**config.mk**
```make
export PLATFORM = sky130hd
export DESIGN_NAME = fcvt_seq_flat
export DESIGN_NICKNAME = d
export VERILOG_FILES = /design/src/rtl/fcvt_seq_if.sv /design/src/rtl/fcvt_seq.sv /design/src/flat_wrapper.sv
export SDC_FILE = /design/constraint.sdc
export NUM_CORES = 1
export LEC_CHECK = 0
export CAP_MARGIN = 20
export CORE_ASPECT_RATIO = 0.5
export CORE_MARGIN = 4
export CORE_UTILIZATION = 35
export DETAILED_ROUTE_END_ITERATION = 7
export SETUP_SLACK_MARGIN = 0.15
export SLEW_MARGIN = 0
export SYNTH_ARGS = -nofsm -noshare
export SYNTH_HDL_FRONTEND = slang
export SYNTH_SLANG_ARGS = --single-unit
```
**constraint.sdc**
```tcl
create_clock -name clk -period 3.9 [get_ports clk]
set_input_delay 0.585 -clock clk [delete_from_list [all_inputs] [get_ports clk]]
set_output_delay 0.585 -clock clk [all_outputs]
set_load 0.02 [all_outputs]
```
**src/rtl/fcvt_seq_if.sv**
```systemverilog
// Handshake and data bundle between the FP execute stage and the
// sequential float/integer converter.
`timescale 1ns/1ps

interface fcvt_seq_if;
    logic        start;
    logic [1:0]  op;
    logic [31:0] src;
    logic        busy;
    logic        done;
    logic [31:0] result;
    logic        flag_nv;
    logic        flag_nx;

    // Requester side: issues operations, observes status and results.
    modport master (
        output start, op, src,
        input  busy, done, result, flag_nv, flag_nx
    );

    // Converter side.
    modport slave (
        input  start, op, src,
        output busy, done, result, flag_nv, flag_nx
    );
endinterface

```
**src/rtl/fcvt_seq.sv**
```systemverilog
// Multi-cycle IEEE754 single <-> 32-bit integer converter.
// op: 00 S.W, 01 S.WU (int->float), 10 W.S, 11 WU.S (float->int).
// Normalisation / denormalisation shift one bit per cycle; special cases
// finish in the cycle after acceptance without leaving IDLE.
`timescale 1ns/1ps

module fcvt_seq #(
    parameter bit SAT_NEG_UNSIGNED = 1'b1
) (
    input logic       clk,
    input logic       rst_n,
    fcvt_seq_if.slave bus
);

    typedef enum logic [2:0] {IDLE, NORM, ROUND, DENORM, FINAL} state_t;

    state_t      state;
    logic [31:0] m;          // int->float magnitude, or float->int mantissa
    logic [8:0]  exp;        // biased exponent, wide enough not to wrap
    logic [4:0]  count;      // remaining right shifts
    logic        sign;
    logic        wu;         // unsigned variant of the accepted op
    logic        sticky;     // bits shifted out during DENORM

    // Operand decode, evaluated on the incoming src.
    logic [31:0]       mag;
    logic              f_sign;
    logic [7:0]        f_exp;
    logic [22:0]       f_frac;
    logic signed [9:0] e_unb;
    logic [4:0]        count_init;
    logic              sp_hit;
    logic [31:0]       sp_res;
    logic              sp_nv;
    logic              sp_nx;

    // Rounding of the normalised magnitude.
    logic        guard;
    logic        rnd_sticky;
    logic        round_up;
    logic [23:0] frac_sum;
    logic [8:0]  exp_rnd;

    // Decode src and classify float operands that finish without shifting.
    always_comb begin
        // NOTE: every output of a combinational block gets a default first,
        // otherwise untaken branches infer latches.
        mag    = (!bus.op[0] && bus.src[31]) ? -bus.src : bus.src;
        f_sign = bus.src[31];
        f_exp  = bus.src[30:23];
        f_frac = bus.src[22:0];
        e_unb  = $signed({2'b00, f_exp}) - 10'sd127;
        count_init = 5'(10'sd31 - e_unb);
        sp_hit = 1'b1;
        sp_res = 32'h0000_0000;
        sp_nv  = 1'b0;
        sp_nx  = 1'b0;
        if (f_exp == 8'd0) begin
            // zero or flushed denormal: defaults
        end else if (f_exp == 8'hFF && f_frac != 23'd0) begin
            sp_res = bus.op[0] ? 32'hFFFF_FFFF : 32'h7FFF_FFFF;
            sp_nv  = 1'b1;
        end else if (bus.op[0] && (e_unb >= 10'sd32 || (f_sign && e_unb >= 10'sd0))) begin
            sp_res = f_sign ? 32'h0000_0000 : 32'hFFFF_FFFF;
            sp_nv  = f_sign ? SAT_NEG_UNSIGNED : 1'b1;
        end else if (!bus.op[0] && e_unb >= 10'sd31 &&
                     !(f_sign && e_unb == 10'sd31 && f_frac == 23'd0)) begin
            sp_res = f_sign ? 32'h8000_0000 : 32'h7FFF_FFFF;
            sp_nv  = 1'b1;
        end else if (e_unb < 10'sd0) begin
            sp_nx  = 1'b1;
        end else begin
            sp_hit = 1'b0;
        end
    end

    // Round-to-nearest-even on the normalised magnitude held in m.
    always_comb begin
        guard      = m[7];
        rnd_sticky = |m[6:0];
        round_up   = guard & (rnd_sticky | m[8]);
        frac_sum   = {1'b0, m[30:8]} + 24'(round_up);
        exp_rnd    = exp + 9'(frac_sum[23]);
    end

    // Conversion FSM; all handshake outputs are registered here.
    always_ff @(posedge clk or negedge rst_n) begin
        if (!rst_n) begin
            state       <= IDLE;
            m           <= '0;
            exp         <= '0;
            count       <= '0;
            sign        <= 1'b0;
            wu          <= 1'b0;
            sticky      <= 1'b0;
            bus.busy    <= 1'b0;
            bus.done    <= 1'b0;
            bus.result  <= '0;
            bus.flag_nv <= 1'b0;
            bus.flag_nx <= 1'b0;
        end else begin
            // NOTE: sequential state uses non-blocking assignments so every
            // register sees pre-edge values regardless of statement order.
            bus.done <= 1'b0;
            case (state)
                IDLE: begin
                    if (bus.start) begin
                        wu <= bus.op[0];
                        if (!bus.op[1]) begin
                            sign <= !bus.op[0] && bus.src[31];
                            m    <= mag;
                            exp  <= 9'd158;
                            if (mag == 32'd0) begin
                                bus.result  <= '0;
                                bus.flag_nv <= 1'b0;
                                bus.flag_nx <= 1'b0;
                                bus.done    <= 1'b1;
                            end else begin
                                bus.busy <= 1'b1;
                                // Already normalised: the leading one is checked
                                // one step ahead so no idle NORM cycle is spent.
                                state    <= mag[31] ? ROUND : NORM;
                            end
                        end else begin
                            sign   <= f_sign;
                            sticky <= 1'b0;
                            if (sp_hit) begin
                                bus.result  <= sp_res;
                                bus.flag_nv <= sp_nv;
                                bus.flag_nx <= sp_nx;
                                bus.done    <= 1'b1;
                            end else begin
                                m        <= {1'b1, f_frac, 8'b0};
                                count    <= count_init;
                                bus.busy <= 1'b1;
                                state    <= (count_init == 5'd0) ? FINAL : DENORM;
                            end
                        end
                    end
                end
                NORM: begin
                    m   <= m << 1;
                    exp <= exp - 9'd1;
                    if (m[30]) state <= ROUND;
                end
                ROUND: begin
                    // A carry out of the fraction leaves frac_sum[22:0] at zero.
                    bus.result  <= {sign, 31'({exp_rnd, frac_sum[22:0]})};
                    bus.flag_nv <= 1'b0;
                    bus.flag_nx <= guard | rnd_sticky;
                    bus.done    <= 1'b1;
                    bus.busy    <= 1'b0;
                    state       <= IDLE;
                end
                DENORM: begin
                    m      <= m >> 1;
                    sticky <= sticky | m[0];
                    count  <= count - 5'd1;
                    if (count == 5'd1) state <= FINAL;
                end
                FINAL: begin
                    // Truncation toward zero; sign applied in two's complement.
                    bus.result  <= (sign && !wu) ? -m : m;
                    bus.flag_nv <= 1'b0;
                    bus.flag_nx <= sticky;
                    bus.done    <= 1'b1;
                    bus.busy    <= 1'b0;
                    state       <= IDLE;
                end
                default: state <= IDLE;
            endcase
        end
    end

endmodule

```
**src/flat_wrapper.sv**
```systemverilog
// flat-port wrapper written by rule: the top's interface ports become plain ports
module fcvt_seq_flat 
#(
    parameter bit SAT_NEG_UNSIGNED = 1'b1
)
  (clk, rst_n, bus_start, bus_op, bus_src, bus_busy, bus_done, bus_result, bus_flag_nv, bus_flag_nx);
  fcvt_seq_if bus_i ();
  input logic clk;
  input logic rst_n;
  input wire logic [$bits(bus_i.start)-1:0] bus_start;
  input wire logic [$bits(bus_i.op)-1:0] bus_op;
  input wire logic [$bits(bus_i.src)-1:0] bus_src;
  output wire logic [$bits(bus_i.busy)-1:0] bus_busy;
  output wire logic [$bits(bus_i.done)-1:0] bus_done;
  output wire logic [$bits(bus_i.result)-1:0] bus_result;
  output wire logic [$bits(bus_i.flag_nv)-1:0] bus_flag_nv;
  output wire logic [$bits(bus_i.flag_nx)-1:0] bus_flag_nx;
  assign bus_i.start = bus_start;
  assign bus_i.op = bus_op;
  assign bus_i.src = bus_src;
  assign bus_busy = bus_i.busy;
  assign bus_done = bus_i.done;
  assign bus_result = bus_i.result;
  assign bus_flag_nv = bus_i.flag_nv;
  assign bus_flag_nx = bus_i.flag_nx;
  fcvt_seq #(.SAT_NEG_UNSIGNED(SAT_NEG_UNSIGNED)) u_core (.clk(clk), .rst_n(rst_n), .bus(bus_i));
endmodule
```
==> results of run 1 <==
-- critical path, delay by kind of cell --
family                    cells  cell delay (ns)
AOI/OAI and AO/OA             4             1.11
and+or+nand+nor               2             0.91
buffers and inverters         3             0.86
muxes                         1             0.31
xor gates and xnor gates      1             0.12
-- Yosys cell counts, types with 5 or more instances --
cell type and n:
mux2i_1 34, nor2b_1 7, or3_1 12, a31oi_1 9, nor4_1 11, dfrtp_1 87, buf_1 11, nor2_1 89
xor2_1 39, and3_1 14, mux2_4 28, mux2_2 9, or4_1 10, nand2_1 108, o221ai_1 29, buf_2 8
nand2b_1 10, ha_1 12, clkbuf_1 71, a21oi_1 51, nand3_1 29, nor3_1 29, o41ai_1 5, o22a_1 7
xnor2_1 54, o31ai_1 14, inv_1 19, o21ai_0 73, nand4_1 15, o211ai_1 5
-- layout make-up --
cell class | count | area share [%]
Clock buffer | 12 | 2.64
Inverter | 19 | 0.734
Clock inverter | 3 | 0.438
Timing Repair Buffer | 187 | 16.7
Multi-Input combinational cell | 766 | 53.1
Tap cell | 300 | 3.86
Sequential cell | 87 | 22.4
-- power groups by stage --
stage               Clock (mW)  Combinational [mW]  Sequential, mW
floorplan                    0                2.19            1.61
global placement             0                3.03            1.75
detailed placement           0                3.06            1.76
CTS                      0.902                3.08            1.74
global route             0.946                3.38            1.81
finish                   0.883                3.09            1.76
-- registers in the layout (all words and copies together) (netlist names) --
name and cells:
u_core.bus.flag_nx 1, u_core.bus.result 32, u_core.m 32, u_core.bus.flag_nv 1
u_core.count 5, u_core.bus.done 1, u_core.sticky 1, u_core.bus.busy 1
u_core.sign 1, u_core.exp 8, u_core.state 3, u_core.wu 1
-- metal layers --
| layer | vias up | share of wire (%) |
|---|---|---|
| li1 | 3686 | - |
| met4 | 0 | 0.89 |
| met3 | 19 | 5.9 |
| met1 | 3561 | 52 |
| met5 | - | 0 |
| met2 | 211 | 41 |
-- cells in the final DEF, fill, tap and decap left out, types with 34 or more instances in the layout --
cell type / instances
clkdlybuf4s50_1: 71
xnor2_1: 54
mux2i_1: 34
dfrtp_1: 86
xor2_1: 39
a21oi_1: 51
nand2_1: 108
buf_4: 113
o21ai_0: 73
nor2_1: 89
-- path summary, 6_finish.rpt --
check	from	end	slack [ns]
worst max-delay path	bus_src[18]	u_core.bus.result[28]	0.22
worst min-delay path	rst_n	u_core.bus.result[10]	0.33
worst max register to register	u_core.m[9]	u_core.bus.result[29]	0.60
worst min register to register	u_core.bus.busy	u_core.bus.busy	0.51
max in group asynchronous	rst_n	u_core.bus.result[30]	2.80
min in group clk	u_core.bus.busy	u_core.bus.busy	0.51
-- timing repair --
item                                    in CTS  in global routing
buffers inserted                             0                  1
pin swaps                                    0                  2
resized for setup                            1                  7
endpoints found under the setup margin      24                 34
-- logic make-up after synthesis --
| family | count (synthesis) | synth area share, % |
|---|---|---|
| buf+inv | 113 | 5.99 |
| compound gates | 232 | 19.3 |
| simple gates | 358 | 23.1 |
| flops | 87 | 28.1 |
| mux | 71 | 11.1 |
| xor+xnor | 93 | 10.5 |
| fa+ha+maj | 12 | 1.94 |
-- per-stage QoR --
step | utilization (%) | power [mW] | setup slack, ns | instance area, um2
5_1_grt | 44.7 | 6.14 | 0.163 | 9710
3_5_place_dp | 42.9 | 4.82 | -0.233 | 9330
3_3_place_gp | 42.9 | 4.77 | -0.181 | 9330
6_report | 44.7 | 5.73 | 0.216 | 9710
4_1_cts | 44.3 | 5.72 | 0.195 | 9640
2_1_floorplan | - | 3.80 | 0.335 | 7750
==> out/metrics.cfg, run 1 <==
[status]
status = finished, final reports clean

[sta]
rsz0062_at_grt = false
holdWs_ns = 0.327
finalClockSkew_ns = 0.00947
maxSlewHeadroom_pct = 45.9
worst_pin_slew_ns = 0.811
maxSlewViolCount = 0
hold_viol = 0
max_freq_mhz = 271
setup_viol = 0
period_needed_ns = 3.68
period_share_pct = 94.5
setup_tns_ns = 0

[setup_path]
startpoint_type = input pin
cp.arrival_ns = 3.91
end_kind = flop
crit_required_ns = 4.13
critPathSlowestCell = clkdlybuf4s50_1
path_cells = clkdlybuf4s50_1 -> or3_1 -> buf_4 -> or4_1 -> o31ai_1 -> xnor2_1 -> a311oi_1 -> a31oi_2 -> o21a_2 -> buf_12 -> mux2_4
critPathMaxStageDelay_ns = 0.53
crit_fanout = 27
critPathKind = input pin to flop
reg2regPathDepth = 12

[clock_tree]
root_buffer = clkbuf_16
clock_path_buffers = 2
htreeDepth = 3
cts_sinks = 87
cts_hold_buf = 0
clk-insertion-delay-late_ns = 0.35
clk_pin_slew_ns = 0.06
cts_made_buffers = 9
cts_tree = done

[cells_and_area]
area.sequential_um2 = 2180
multi_input_area_um2 = 5160
antenna-diode-count = 0
layoutNonFillerInstCount = 1374
n_fill_cell = 2134
drive_gt1_share_pct = 17.9
area_delta_synth_final_pct = 25.3
final_nets = 1119

[global_routing]
grtUsageTotal_pct = 19.8
grt_max_degree = 64
grt_use_met2_pct = 28.1
use_met1_pct = 31.6
grt_first_pass_wirelength_um = 39500
antenna_found_initial = 0
grt_busiest_layer = met1
grtUsageMet3_pct = 3.27
grt-ovfl-total = 0
grt_pass1_vias = 6893

[synth]
syn_nets = 1015
ys_seq_area_share_pct = 28.1
synthTopCellsByArea = dfrtp_1, xnor2_1, mux2_4
synth_seq_cells = 87
synth.distinct_cells = 64
synth_warnings = 0
async_flop_share_pct = 100
synth_edf_count = 0
syn_avg_cell_area_um2 = 8.02
yosysTopAreaCell = dfrtp_1
synthCells = 966
synth_top_area_share_pct = 28.1
syn_area_um2 = 7750
synthFlopType = dfrtp_1

[place]
hpwl_um = 18700
gp_routability_congestion = 0.906
dp_cells = 1357
io_buffers = 72

[detailed_routing]
vias_per_cell = 5.44
drc = 0
antenna_left = 0
first_pass_iters = 5
drt_iter0_markers = 737
via_count = 7477
drt-total-wl_um = 24400
wl_per_cell_um = 17.7

[pwr]
power.switching_mw = 2.50
power.density_nw_per_um2 = 590
ir_drop_mv = 0.278
pwr-share-clk_pct = 15.4
swShare_pct = 43.7
p_leak_nw = 3.92
p_comb_share_pct = 53.9
intPower_mw = 3.22
sequentialPowerShare_pct = 30.7

[die]
dieWidth_um = 218
die_h_um = 113
start_util_pct = 35.7
io_pins = 73
core_um2 = 21700
dieArea_um2 = 24700
rows = 38

[min_path]
holdCritPathClass = input pin to async pin

[flow_run]
max-cap-violations = 0

Power figures use the tool's default switching activity.
==> inputs of run 2 (changes only) <==
--- a/config.mk
+++ b/config.mk
@@ -10,6 +10,7 @@
 export CORE_MARGIN = 4
 export CORE_UTILIZATION = 35
 export DETAILED_ROUTE_END_ITERATION = 7
+export PLACE_DENSITY = 0.62
 export SETUP_SLACK_MARGIN = 0.15
 export SLEW_MARGIN = 0
 export SYNTH_ARGS = -nofsm -noshare
==> out/metrics.cfg, run 2 (synthesized netlist as in run 1, its figures left out) <==
[status]
status = finished, final reports clean

[cells_and_area]
final_common_cell = nand2_1
area_delta_synth_final_pct = 25.3  ; about the same
final_nets = 1111  ; -0.71%
layout_common_cells = nand2_1, buf_4, nor2_1, dfrtp_1, o21ai_0
drive_gt1_share_pct = 17.7  ; -0.16 points
antenna-diode-count = 0  ; unchanged
largestRegisters = u_core.bus.result: 32 flops, u_core.m: 32 flops, u_core.exp: 8 flops
utilization_pct = 44.7  ; about the same
n_fill_cell = 2158  ; +1.1%
layoutNonFillerInstCount = 1367  ; -0.51%

[setup_path]
crit_fanout = 13  ; -52%
path_buf_inv = 2  ; -1
critPathMaxStageDelay_ns = 0.54  ; about the same
reg2regPathDepth = 12  ; unchanged
end_kind = flop
path_cells = clkdlybuf4s50_1 -> or3_1 -> or4_1 -> o31ai_1 -> xor2_1 -> nand3_1 -> nor4_2 -> a31oi_2 -> o21a_4 -> clkbuf_16 -> mux2_4
critPathKind = input pin to flop
startpoint_type = input pin
startpoint = bus_src[21]
rrSetupSlack_ns = 0.61  ; about the same
crit_required_ns = 4.13  ; about the same
cp.depth = 11  ; unchanged
critPathSlowestCell = clkdlybuf4s50_1
crit_family = simple AND/OR/NAND/NOR gates
r2r-start = u_core.m[16]
r2r-end = u_core.bus.result[29]
worstSetupEndpoint = u_core.bus.result[15]
cp.arrival_ns = 3.88  ; -0.03 ns

[place]
io_buffers = 72  ; unchanged
gp_routability_congestion = 0.917  ; +1.2%
hpwl_um = 18600  ; -0.64%
dp_cells = 1347  ; -0.74%

[global_routing]
grt_pass1_vias = 6962  ; +1.0%
grt_first_pass_wirelength_um = 38900  ; -1.7%
antenna_found_initial = 0  ; unchanged
grtUsageTotal_pct = 19.5  ; -0.33 points
grt_max_degree = 65  ; +1.6%
grt-ovfl-total = 0  ; unchanged

[detailed_routing]
drt_iter0_markers = 624  ; -15%
drc = 0  ; unchanged
wl_per_cell_um = 17.9  ; +0.95%
drt-total-wl_um = 24500  ; +0.44%
antenna_left = 0  ; unchanged
via_count = 7516  ; +0.52%
first_pass_iters = 5  ; unchanged
vias_per_cell = 5.50  ; +1.0%

[sta]
rsz0062_at_grt = false
period_needed_ns = 3.66  ; -0.0284 ns
setup_viol = 0  ; unchanged
maxSlewHeadroom_pct = 28.1  ; -18 points
hold_viol = 0  ; unchanged
max_freq_mhz = 274  ; +0.78%
maxSlewViolCount = 0  ; unchanged
worst_pin_slew_ns = 1.08  ; +0.265 ns
finalClockSkew_ns = 0.00933  ; -0.000146 ns
period_share_pct = 93.7  ; -0.73 points
holdWs_ns = 0.333  ; +0.00561 ns

[clock_tree]
cts_sinks = 87  ; unchanged
clock_path_buffers = 2  ; unchanged
clk-insertion-delay-late_ns = 0.35  ; about the same
cts_tree = done
htreeDepth = 3  ; unchanged
cts_hold_buf = 0  ; unchanged
clk_pin_slew_ns = 0.06  ; about the same
cts_made_buffers = 9  ; unchanged
root_buffer = clkbuf_16

[die]
start_util_pct = 35.7  ; unchanged
dieArea_um2 = 24700  ; unchanged
io_pins = 73  ; unchanged
dieWidth_um = 218  ; unchanged
core_um2 = 21700  ; unchanged
rows = 38  ; unchanged
die_h_um = 113  ; unchanged

[pwr]
ir_drop_mv = 0.287  ; +3.2%
p_leak_nw = 3.90  ; -0.58%
power.density_nw_per_um2 = 597  ; +1.2%

[min_path]
holdCritPathClass = input pin to async pin

[flow_run]
max-cap-violations = 0  ; unchanged

run 2: repair_timing:
action	CTS	global route
resized for setup	0	15
buffers inserted	0	3
setup endpoints to repair	0	33
run 2: worst min-delay path by stage:
stage / end / slack [ns] / cells past startpoint
after floorplan: u_core.bus.busy / 0.29 / 0
after global placement: u_core.bus.busy / 0.48 / 1
after detailed placement: u_core.bus.result[6] / 0.49 / 1
after CTS: u_core.bus.result[8] / 0.36 / 1
after global routing: u_core.bus.result[8] / 0.41 / 1
final: u_core.bus.result[11] / 0.33 / 1
run 2: final cells by class:
cell class / count / area, um2 / area share (%)
multi-input cells: 766 / 5180 / 53.4
inverters: 19 / 71.3 / 0.734
clock inverters: 3 / 65.1 / 0.670
well taps: 300 / 375 / 3.86
clock buffers: 13 / 260 / 2.68
flip-flops and latches: 87 / 2180 / 22.4
repair buffers: 179 / 1580 / 16.3
run 2: metal layers:
layer	global-route usage [%]	vias up	routed length, um
met5	0	-	0
met4	3.11	0	220
met3	3.01	19	1600
met2	29.0	261	10500
met1	30.0	3564	12200
li1	-	3672	-
run 2: report_power, final:
group	switching, mW	total, mW	leakage [nW]	internal [mW]
clock	0.351	0.946	0.160	0.596
sequential	0.530	1.78	1.10	1.25
combinational	1.62	3.07	2.64	1.45
total	2.50	5.80	3.90	3.30
run 2: through the flow:
step	area, um2	TNS, ns	total power, mW	setup slack, ns
final	9720	0	5.80	0.244
after global routing	9720	0	6.21	0.116
after CTS	9590	0	5.75	0.207
after detailed placement	9270	-4.47	4.79	-0.151
after global placement	9270	-4.81	4.72	-0.161
after floorplan	7750	0	3.80	0.335
==> inputs of run 3 (changes only) <==
--- a/config.mk
+++ b/config.mk
@@ -8,9 +8,10 @@
 export CAP_MARGIN = 20
 export CORE_ASPECT_RATIO = 0.5
 export CORE_MARGIN = 4
-export CORE_UTILIZATION = 35
+export CORE_UTILIZATION = 30
 export DETAILED_ROUTE_END_ITERATION = 7
-export PLACE_DENSITY = 0.62
+export PLACE_DENSITY = 0.56
+export REMOVE_ABC_BUFFERS = 1
 export SETUP_SLACK_MARGIN = 0.15
 export SLEW_MARGIN = 0
 export SYNTH_ARGS = -nofsm -noshare
==> out/metrics.cfg, run 3 (synthesized netlist as in run 1, its figures left out) <==
[status]
status = finished, final reports clean

[pwr]
sequentialPowerShare_pct = 30.7  ; about the same
swShare_pct = 43.6  ; +0.47 points
pwr-share-clk_pct = 16.1  ; -0.2 points
p_leak_nw = 3.98  ; +2.0%
intPower_mw = 3.28  ; -0.53%
power.density_nw_per_um2 = 590  ; -1.2%
power.switching_mw = 2.53  ; +1.4%
ir_drop_mv = 0.272  ; -5.4%
p_comb_share_pct = 53.2  ; +0.3 points

[setup_path]
crit_family = compound AO/OA/AOI/OAI gates
r2r-end = u_core.bus.result[29]
crit_fanout = 11  ; -2
critPathSlowestCell = or4_1
cp.arrival_ns = 3.88  ; about the same
critPathMaxStageDelay_ns = 0.56  ; +0.02 ns
reg2regPathDepth = 12  ; unchanged
path_buf_inv = 3  ; +1
critPathKind = input pin to flop
r2r-start = u_core.m[9]
startpoint = bus_src[3]
end_kind = flop
path_cells = clkdlybuf4s50_1 -> buf_4 -> or4_1 -> o31ai_1 -> xor2_1 -> o21ai_0 -> nor4_4 -> a31oi_2 -> o21a_4 -> clkbuf_16 -> mux2_4
crit_required_ns = 4.12  ; about the same
rrSetupSlack_ns = 0.48  ; -0.13 ns
startpoint_type = input pin

[cells_and_area]
final_area_um2 = 9860  ; +1.5%
final_nets = 1120  ; +0.81%
drive_gt1_share_pct = 18.6  ; +0.87 points
area_delta_synth_final_pct = 27.2
layout_common_cells = buf_4, nand2_1, nor2_1, dfrtp_1, o21ai_0
final_common_cell = buf_4
largestRegisters = u_core.bus.result: 32 flops, u_core.m: 32 flops, u_core.exp: 8 flops

[detailed_routing]
antenna_left = 0  ; unchanged
first_pass_iters = 5  ; unchanged
drt_iter0_markers = 638  ; +2.2%
wl_per_cell_um = 17.7  ; -1.2%
drc = 0  ; unchanged
vias_per_cell = 5.29  ; -3.9%
drt-total-wl_um = 25100  ; +2.7%
via_count = 7510  ; -0.080%

[flow_run]
max-cap-violations = 0  ; unchanged

[global_routing]
antenna_found_initial = 1  ; +1
grtUsageTotal_pct = 17.1  ; -2.3 points
grt_first_pass_wirelength_um = 40000  ; +2.9%
grt-ovfl-total = 0  ; unchanged
grt_pass1_vias = 7246  ; +4.1%
grt_max_degree = 73  ; +12%

[clock_tree]
cts_made_buffers = 9  ; unchanged
htreeDepth = 3  ; unchanged
clk_pin_slew_ns = 0.06  ; about the same
clk-insertion-delay-late_ns = 0.35  ; about the same
cts_sinks = 87  ; unchanged
root_buffer = clkbuf_16
clock_path_buffers = 2  ; unchanged
cts_tree = done

[min_path]
holdCritPathClass = input pin to async pin

[place]
gp_routability_congestion = 0.959  ; +4.6%
io_buffers = 72  ; unchanged
hpwl_um = 19000  ; +2.0%
place_area_um2 = 9350  ; +0.86%
place_ws_ns = -0.319  ; -0.168 ns

[sta]
holdWs_ns = 0.367  ; +0.0340 ns
period_share_pct = 93.7  ; about the same
hold_viol = 0  ; unchanged
timing.final.ws_setup_ns = 0.247  ; +0.00273 ns
period_needed_ns = 3.65  ; -0.00273 ns
max_freq_mhz = 274  ; about the same
finalClockSkew_ns = 0.0156  ; +0.00631 ns
worst_pin_slew_ns = 1.07  ; -0.0109 ns
maxSlewHeadroom_pct = 28.8  ; +0.75 points
rsz0062_at_grt = false
setup_viol = 0  ; unchanged
maxSlewViolCount = 0  ; unchanged

[die]
start_util_pct = 30.6  ; -5.0 points
dieWidth_um = 235  ; +7.7%
die_h_um = 122  ; +7.4%
core_um2 = 25300  ; +16%
rows = 41  ; +7.9%
io_pins = 73  ; unchanged
dieArea_um2 = 28600  ; +16%

-- run 3: cell count changes in the layout (fill, tap and decap cells not counted), sizes merged --
cell | before | now
buf | 107 | 115
clkbuf | 14 | 13
clkdlybuf4s50 | 71 | 68
clkinv | 1 | 3
diode | 0 | 1
dlymetal6s2s | 0 | 3
-- run 3: per-stage QoR --
stage                     cells  TNS [ns]  power [mW]  utilization, %
after global routing       1421         0        6.23            39.0
after floorplan             872    -21.51        3.63               -
after global placement     1396     -5.98        4.72            37.0
after CTS                  1413         0        5.74            38.3
after detailed placement   1396    -10.06        4.79            37.0
final                      1421         0        5.82            39.0
-- run 3: worst max-delay path by stage --
stage	to	slack, ns	cells past startpoint
after floorplan	u_core.bus.flag_nx	-0.65	9
after global placement	u_core.bus.result[9]	-0.20	11
after detailed placement	u_core.bus.result[18]	-0.32	11
after CTS	u_core.bus.result[18]	0.16	11
after global routing	u_core.bus.result[18]	0.13	11
final	u_core.bus.result[18]	0.25	11
-- run 3: power groups by stage --
stage | clock (mW) | sequential (mW) | combinational [mW]
after floorplan | 0 | 1.86 | 1.77
after global placement | 0 | 1.78 | 2.94
after detailed placement | 0 | 1.79 | 3.00
after CTS | 0.954 | 1.77 | 3.01
after global routing | 0.998 | 1.84 | 3.39
final | 0.935 | 1.78 | 3.10
-- run 3: worst register-to-register path, cell delays in order, from the launching register on --
cell and delay, ns:
dfrtp_1 0.60, nand2_1 0.13, nor4_1 0.49, and3_1 0.32
nand3_1 0.19, nor3_1 0.24, ha_1 0.24, ha_1 0.19
and3_1 0.20, nand3_1 0.10, xor2_1 0.15, o221ai_1 0.14
mux2_4 0.31
-- run 3: final cells by class --
type | instances | area (um2)
Antenna cell | 1 | 2.50
Sequential cell | 87 | 2180
Clock inverter | 5 | 82.6
Timing Repair Buffer | 188 | 1660
Tap cell | 344 | 430
Clock buffer | 11 | 233
Fill cell | 2544 | 15400
Inverter | 19 | 71.3
Multi-Input combinational cell | 766 | 5200
-- run 3: what timing repair did --
action | 4_1_cts | 5_1_grt
resized for setup | 3 | 18
pin swaps | 2 | 8
hold endpoints to repair | 0 | 0
setup endpoints to repair | 32 | 67
cloned | 0 | 3
buffers inserted | 1 | 4
hold buffers | 0 | 0
-- run 3: routing by layer --
metal  GRT usage, %  vias to the layer above  share of wire [%]
li1               -                     3684                  -
met5              0                        -                  0
met1           24.9                     3556                 49
met2           26.8                      238                 43
met3           2.51                       32                5.8
met4           4.62                        0                2.1
